`config.mk`:
```
export PLATFORM = sky130hd
export DESIGN_NAME = rand_walk_decider_flat
export DESIGN_NICKNAME = d
export VERILOG_FILES = /design/src/rtl/rand_walk_decider_if.sv /design/src/rtl/rand_walk_decider.sv /design/src/flat_wrapper.sv
export SDC_FILE = /design/constraint.sdc
export NUM_CORES = 1
export LEC_CHECK = 0
export CAP_MARGIN = 20
export CORE_UTILIZATION = 35
export CTS_CLUSTER_DIAMETER = 50
export DETAILED_ROUTE_END_ITERATION = 10
export MAX_ROUTING_LAYER = met4
export PLACE_DENSITY = 0.67
export SYNTH_ARGS = -nofsm -noshare
export SYNTH_HDL_FRONTEND = slang
export SYNTH_SLANG_ARGS = --single-unit
```
`constraint.sdc`:
```
create_clock -name clk -period 2.6 [get_ports clk]
set_clock_uncertainty 0.2 [all_clocks]
set_input_delay 0.78 -clock clk [delete_from_list [all_inputs] [get_ports clk]]
set_output_delay 0.78 -clock clk [all_outputs]
set_load 0.01 [all_outputs]
```
`src/rtl/rand_walk_decider_if.sv`:
```
// Bus bundle for rand_walk_decider: round control, random inputs, result
// strobes and the optional statistics counters.
// The master side (game/scoring logic plus the LFSR source) drives start,
// thrsh, rndbt and clr_stats. The slave side (the decider) drives the rest.
interface rand_walk_decider_if #(
  parameter int CNT_W = 8
);
  logic             start;
  logic             thrsh;
  logic             rndbt;
  logic             clr_stats;
  logic             busy;
  logic             done;
  logic             h;
  logic             l;
  logic [CNT_W-1:0] hi_cnt;
  logic [CNT_W-1:0] lo_cnt;
  logic [CNT_W-1:0] nul_cnt;

  modport master (
    output start, thrsh, rndbt, clr_stats,
    input  busy, done, h, l, hi_cnt, lo_cnt, nul_cnt
  );

  modport slave (
    input  start, thrsh, rndbt, clr_stats,
    output busy, done, h, l, hi_cnt, lo_cnt, nul_cnt
  );
endinterface

```
`src/rtl/rand_walk_decider.sv`:
```
// rand_walk_decider: one threshold/random-walk decision round per start
// (or back-to-back when AUTO=1).
// Round shape: IDLE -> PRE -> THR -> (GAP) -> WALK -> (HOLD) -> RES.
// The walk window (GAP + WALK + HOLD) is always STEPS+BONUS cycles, so done
// arrives PRE_CYC+2+STEPS+BONUS cycles after start is accepted, whatever the
// threshold and random data were.
// Optional statistics counters are built only when RAND_WALK_STATS_EN is
// defined; otherwise the counter outputs are tied to zero and clr_stats is
// ignored.
module rand_walk_decider #(
  parameter int PRE_CYC = 2,
  parameter int STEPS   = 3,
  parameter int BONUS   = 1,
  parameter int AUTO    = 0,
  parameter int CNT_W   = 8
) (
  input  logic                 clk,
  input  logic                 rst_n,
  rand_walk_decider_if.slave   bus
);

  // One shared down-counter serves PRE, GAP, WALK and HOLD. It must hold the
  // largest load value, which is either the pre-delay or the full window.
  localparam int WIN  = STEPS + BONUS;
  localparam int MAXC = (PRE_CYC > WIN) ? PRE_CYC : WIN;
  localparam int TW   = (MAXC < 1) ? 1 : $clog2(MAXC + 1);

  localparam logic [TW-1:0] PRE_LD   = TW'(PRE_CYC);
  localparam logic [TW-1:0] STEPS_LD = TW'(STEPS);
  localparam logic [TW-1:0] BONUS_LD = TW'(BONUS);
  localparam logic [TW-1:0] WIN_LD   = TW'(WIN);
  localparam logic [TW-1:0] ONE      = TW'(1);

  typedef enum logic [2:0] {
    S_IDLE = 3'd0,
    S_PRE  = 3'd1,
    S_THR  = 3'd2,
    S_GAP  = 3'd3,
    S_WALK = 3'd4,
    S_HOLD = 3'd5,
    S_RES  = 3'd6
  } state_t;

  state_t        state_q, state_d;
  logic [TW-1:0] cnt_q,   cnt_d;
  logic          trk_q,   trk_d;
  logic          hit_q,   hit_d;
  logic          busy_q,  busy_d;
  logic          done_q,  done_d;
  logic          h_q,     h_d;
  logic          l_q,     l_d;
  logic          begin_round;

  // Next-state logic for the round sequencer, plus the registered result
  // strobes derived from where the sequencer is heading.
  always_comb begin
    state_d     = state_q;
    cnt_d       = cnt_q;
    trk_d       = trk_q;
    hit_d       = hit_q;
    begin_round = 1'b0;

    case (state_q)
      S_IDLE: begin
        if (bus.start || (AUTO != 0)) begin
          begin_round = 1'b1;
        end
      end

      S_PRE: begin
        if (cnt_q <= ONE) begin
          state_d = S_THR;
        end else begin
          cnt_d = cnt_q - ONE;
        end
      end

      // The threshold is looked at exactly once per round; the hit flag from
      // the previous round is discarded here.
      S_THR: begin
        trk_d = bus.thrsh;
        hit_d = 1'b0;
        if (bus.thrsh && (BONUS > 0)) begin
          state_d = S_GAP;
          cnt_d   = BONUS_LD;
        end else begin
          state_d = S_WALK;
          cnt_d   = bus.thrsh ? STEPS_LD : WIN_LD;
        end
      end

      // High track sits out BONUS cycles before its shorter walk, keeping
      // the window length equal to the low track's longer walk.
      S_GAP: begin
        if (cnt_q <= ONE) begin
          state_d = S_WALK;
          cnt_d   = STEPS_LD;
        end else begin
          cnt_d = cnt_q - ONE;
        end
      end

      // A hit on the final trial goes straight to RES; an earlier hit parks
      // in HOLD for the trials that are left.
      S_WALK: begin
        if (bus.rndbt) begin
          hit_d = 1'b1;
        end
        if (cnt_q <= ONE) begin
          state_d = S_RES;
        end else begin
          cnt_d = cnt_q - ONE;
          if (bus.rndbt) begin
            state_d = S_HOLD;
          end
        end
      end

      S_HOLD: begin
        if (cnt_q <= ONE) begin
          state_d = S_RES;
        end else begin
          cnt_d = cnt_q - ONE;
        end
      end

      S_RES: begin
        if (AUTO != 0) begin
          begin_round = 1'b1;
        end else begin
          state_d = S_IDLE;
        end
      end

      default: begin
        state_d = S_IDLE;
      end
    endcase

    // Round entry is shared by IDLE+start and RES in free-run mode. With no
    // pre-delay the threshold is sampled in the very next cycle.
    if (begin_round) begin
      if (PRE_CYC == 0) begin
        state_d = S_THR;
      end else begin
        state_d = S_PRE;
        cnt_d   = PRE_LD;
      end
    end

    busy_d = (state_d != S_IDLE);
    done_d = (state_d == S_RES);
    h_d    = done_d & hit_d;
    l_d    = done_d & ~hit_d & trk_d;
  end

  // Sequencer and result registers; reset aborts any round in flight.
  always_ff @(posedge clk or negedge rst_n) begin
    if (!rst_n) begin
      state_q <= S_IDLE;
      cnt_q   <= '0;
      trk_q   <= 1'b0;
      hit_q   <= 1'b0;
      busy_q  <= 1'b0;
      done_q  <= 1'b0;
      h_q     <= 1'b0;
      l_q     <= 1'b0;
    end else begin
      state_q <= state_d;
      cnt_q   <= cnt_d;
      trk_q   <= trk_d;
      hit_q   <= hit_d;
      busy_q  <= busy_d;
      done_q  <= done_d;
      h_q     <= h_d;
      l_q     <= l_d;
    end
  end

  assign bus.busy = busy_q;
  assign bus.done = done_q;
  assign bus.h    = h_q;
  assign bus.l    = l_q;

`ifdef RAND_WALK_STATS_EN
  logic [CNT_W-1:0] hi_cnt_q,  hi_cnt_d;
  logic [CNT_W-1:0] lo_cnt_q,  lo_cnt_d;
  logic [CNT_W-1:0] nul_cnt_q, nul_cnt_d;
  logic             nul_res;

  // Saturating result tallies, counted while the RES strobes are visible;
  // a clear wins over a same-cycle increment.
  always_comb begin
    hi_cnt_d  = hi_cnt_q;
    lo_cnt_d  = lo_cnt_q;
    nul_cnt_d = nul_cnt_q;
    nul_res   = done_q & ~h_q & ~l_q;
    if (bus.clr_stats) begin
      hi_cnt_d  = '0;
      lo_cnt_d  = '0;
      nul_cnt_d = '0;
    end else begin
      if (done_q && h_q && !(&hi_cnt_q)) begin
        hi_cnt_d = hi_cnt_q + 1'b1;
      end
      if (done_q && l_q && !(&lo_cnt_q)) begin
        lo_cnt_d = lo_cnt_q + 1'b1;
      end
      if (nul_res && !(&nul_cnt_q)) begin
        nul_cnt_d = nul_cnt_q + 1'b1;
      end
    end
  end

  // Statistics registers.
  always_ff @(posedge clk or negedge rst_n) begin
    if (!rst_n) begin
      hi_cnt_q  <= '0;
      lo_cnt_q  <= '0;
      nul_cnt_q <= '0;
    end else begin
      hi_cnt_q  <= hi_cnt_d;
      lo_cnt_q  <= lo_cnt_d;
      nul_cnt_q <= nul_cnt_d;
    end
  end

  assign bus.hi_cnt  = hi_cnt_q;
  assign bus.lo_cnt  = lo_cnt_q;
  assign bus.nul_cnt = nul_cnt_q;
`else
  // Statistics not built: counters read as zero and clr_stats has no effect.
  assign bus.hi_cnt  = '0;
  assign bus.lo_cnt  = '0;
  assign bus.nul_cnt = '0;
`endif

endmodule

```
`src/flat_wrapper.sv`:
```
// flat-port wrapper written by rule: the top's interface ports become plain ports
module rand_walk_decider_flat 
#(
  parameter int PRE_CYC = 2,
  parameter int STEPS   = 3,
  parameter int BONUS   = 1,
  parameter int AUTO    = 0,
  parameter int CNT_W   = 8
)
  (clk, rst_n, bus_start, bus_thrsh, bus_rndbt, bus_clr_stats, bus_busy, bus_done, bus_h, bus_l, bus_hi_cnt, bus_lo_cnt, bus_nul_cnt);
  rand_walk_decider_if #(.CNT_W(CNT_W)) bus_i ();
  input  logic clk;
  input  logic rst_n;
  input wire logic [$bits(bus_i.start)-1:0] bus_start;
  input wire logic [$bits(bus_i.thrsh)-1:0] bus_thrsh;
  input wire logic [$bits(bus_i.rndbt)-1:0] bus_rndbt;
  input wire logic [$bits(bus_i.clr_stats)-1:0] bus_clr_stats;
  output wire logic [$bits(bus_i.busy)-1:0] bus_busy;
  output wire logic [$bits(bus_i.done)-1:0] bus_done;
  output wire logic [$bits(bus_i.h)-1:0] bus_h;
  output wire logic [$bits(bus_i.l)-1:0] bus_l;
  output wire logic [$bits(bus_i.hi_cnt)-1:0] bus_hi_cnt;
  output wire logic [$bits(bus_i.lo_cnt)-1:0] bus_lo_cnt;
  output wire logic [$bits(bus_i.nul_cnt)-1:0] bus_nul_cnt;
  assign bus_i.start = bus_start;
  assign bus_i.thrsh = bus_thrsh;
  assign bus_i.rndbt = bus_rndbt;
  assign bus_i.clr_stats = bus_clr_stats;
  assign bus_busy = bus_i.busy;
  assign bus_done = bus_i.done;
  assign bus_h = bus_i.h;
  assign bus_l = bus_i.l;
  assign bus_hi_cnt = bus_i.hi_cnt;
  assign bus_lo_cnt = bus_i.lo_cnt;
  assign bus_nul_cnt = bus_i.nul_cnt;
  rand_walk_decider #(.PRE_CYC(PRE_CYC), .STEPS(STEPS), .BONUS(BONUS), .AUTO(AUTO), .CNT_W(CNT_W)) u_core (.clk(clk), .rst_n(rst_n), .bus(bus_i));
endmodule
```
==> flow_summary.toml <==
[status]
status = "complete, no violations"

[die]
io_pins = 34
die_h_um = 51.5
die-area_sq_um = 2650
die_x_um = 51.5
core_sq_um = 2250
std_cell_rows = 17
start_util_pct = 38.1

[placed_design]
dp_slack_ps = 172
hpwl_um = 980
gp_congestion = 0.823
io_buffers = 8

[timing]
maxClockFrequency_mhz = 459
setup_tns_ps = 0
grt_setup_unrepaired = "no"
fin_ws_ps = 422
post-route-min-period_ps = 2180
hold_viol = 0
post-route-period-util_pct = 83.8
worst_slew_pin_slew_ps = 550
drv_slew = 0
setup_viol = 0
slew_headroom_pct = 63.2

[synth]
yosysTopAreaCell = "dfrtp_1"
synth_edf_count = 0
synth_area_leaders = "dfrtp_1 35%, buf_4 24%, ha_1 2.9%"
ys_seq_area_share_pct = 35.0
ys_types = 34
ys_seq_elements = 12
async_reset_ff_share_pct = 100
avgSynthCellArea_sq_um = 9.64
synth_ff_type = "dfrtp_1"
syn-cell-area_sq_um = 858
synth_cells = 89
synth_warnings = 0
synth_top_area_share_pct = 35.0

[setup_path]
worst_setup_path_end_kind = "register"
cp.required_ps = 2540
r2r_cells = 5
crit_arrival_ps = 2120
cp-startpoint = "bus_thrsh"
worstPathMaxFanout = 4
r2r_end = "u_core.bus.busy"
crit_path_start_kind = "input pin"
crit-reg2reg-launch = "u_core.cnt_q[0]"
reg2reg_slack_ps = 510
criticalPathCategory = "input pin to register"

[grt]
busiest_layer = "met2"
met3_usage_pct = 0.877
grt_pass1_wl_mm = 2.02
grt_max_degree = 13
met2_usage_pct = 17.1
grt_pass1_vias = 452
antenna_found_initial = 0
grt_overflow = 0
grt_usage_pct = 10.9
met1_usage_pct = 13.0

[drt]
drt_drc_violations_left = 0
vias = 560
avgViaCountPerCell = 4.52
routedWlPerCell_um = 10.8
firstDrtPassIters = 4
drt_iter0_drc = 14
antenna_left = 0
routed_wirelength_mm = 1.34

[cts]
clock_latency_ps = 270
cts_resized = 0
cts_root_buf = "clkbuf_4"
clock_sinks = 12
cts_setup_buffers = 0
cts_buffers = 3
clk_path_buf_depth = 2
path_clk_slew_ps = 80
htree_levels = 1
ctsHoldBuffers = 0
cts_tree = "done"

[finish]
regArea_sq_um = 300
antenna_cells = 0
fin_util_pct = 39.1
drive_gt1_share_pct = 9.38
n_fill_cell = 244
multiInputGateArea_sq_um = 408
area_growth_syn_to_layout_pct = 2.77
nets = 105

[hold_path]
min_from = "u_core.hit_q"
worstHoldPathType = "register to register"
hold_depth = 2
holdPathEnd = "u_core.hit_q"

[power]
power_density_nw_per_um2 = 1100
power.total_mw = 0.973
power.leakage_nw = 0.432
ir_drop_uv = 391

[flow_run]
cap_violations = 0
worst max-delay path: stages:
cell,delay (ps)
clkdlybuf4s50_1,470
nand4bb_1,150
o31a_2,160
o211ai_2,70
or4b_1,480
how the worst max path moves through the flow:
stage,to,slack (ps),cells after the start
final,u_core.bus.busy,420,5
after global routing,u_core.bus.busy,330,4
after CTS,u_core.bus.busy,450,5
after detailed placement,u_core.bus.busy,170,5
after global placement,u_core.bus.busy,160,5
after floorplan,u_core.bus.busy,720,5
per-layer routing:
metal	wire, um	share of wire (%)
met1	574	43
met3	97	7.2
met2	640	48
met5	0	0
met4	29	2.2
area by class of cell:
cell class,instances,share of cell area (%)
clock buffers,4,4.11
flip-flops and latches,12,34.0
inverters,6,2.55
multi-input cells,66,46.2
well taps,28,3.97
repair buffers,8,9.08
stage by stage:
stage | instances | hold slack (ps) | instance area (sq um)
floorplan | 112 | 284 | 945
global placement | 120 | 327 | 846
detailed placement | 120 | 345 | 846
CTS | 124 | 368 | 882
global route | 124 | 396 | 882
finish | 124 | 355 | 882
cells by family after synthesis:
logic type	count (synthesis)	synth area share (%)
and+or+nand+nor	21	16.0
muxes	1	1.17
adders and majority gates	2	2.91
DFF	12	35.0
other	1	0.437
xor gates and xnor gates	1	1.02
AOI/OAI and AO/OA	17	15.9
buffers and inverters	34	27.6
registers in the layout, summed over array words and instances, names as in the netlist:
register / cells
u_core.cnt_q: 3
u_core.state_q: 3
u_core.bus.busy: 1
u_core.bus.done: 1
u_core.bus.h: 1
u_core.bus.l: 1
u_core.hit_q: 1
u_core.trk_q: 1
cells in the mapped netlist, types with 2 or more instances:
master   count
nand2_1      3
inv_1        6
nor3_1       3
nor2_1       4
buf_4       27
o21ai_0      4
nor2b_1      3
ha_1         2
dfrtp_1     12
power breakdown:
group,switching (mW),internal [mW],leakage (nW)
clock,0.0637,0.0850,0.0210
sequential,0.0969,0.261,0.149
combinational,0.241,0.226,0.262
total,0.402,0.572,0.432
placed cells by master, fill, tap and decap left out, types with 2 or more instances in the layout:
master           synthesis  final
nand2_1                  3      3
nor3_1                   3      3
clkbuf_4                 0      3
conb_1                   1     24
clkdlybuf4s50_1          0      8
ha_1                     2      2
nor2b_1                  3      3
o21ai_0                  4      4
dfrtp_1                 12     12
nor2_1                   4      4
inv_1                    6      6
No activity file was read; power rests on OpenSTA's default activity.
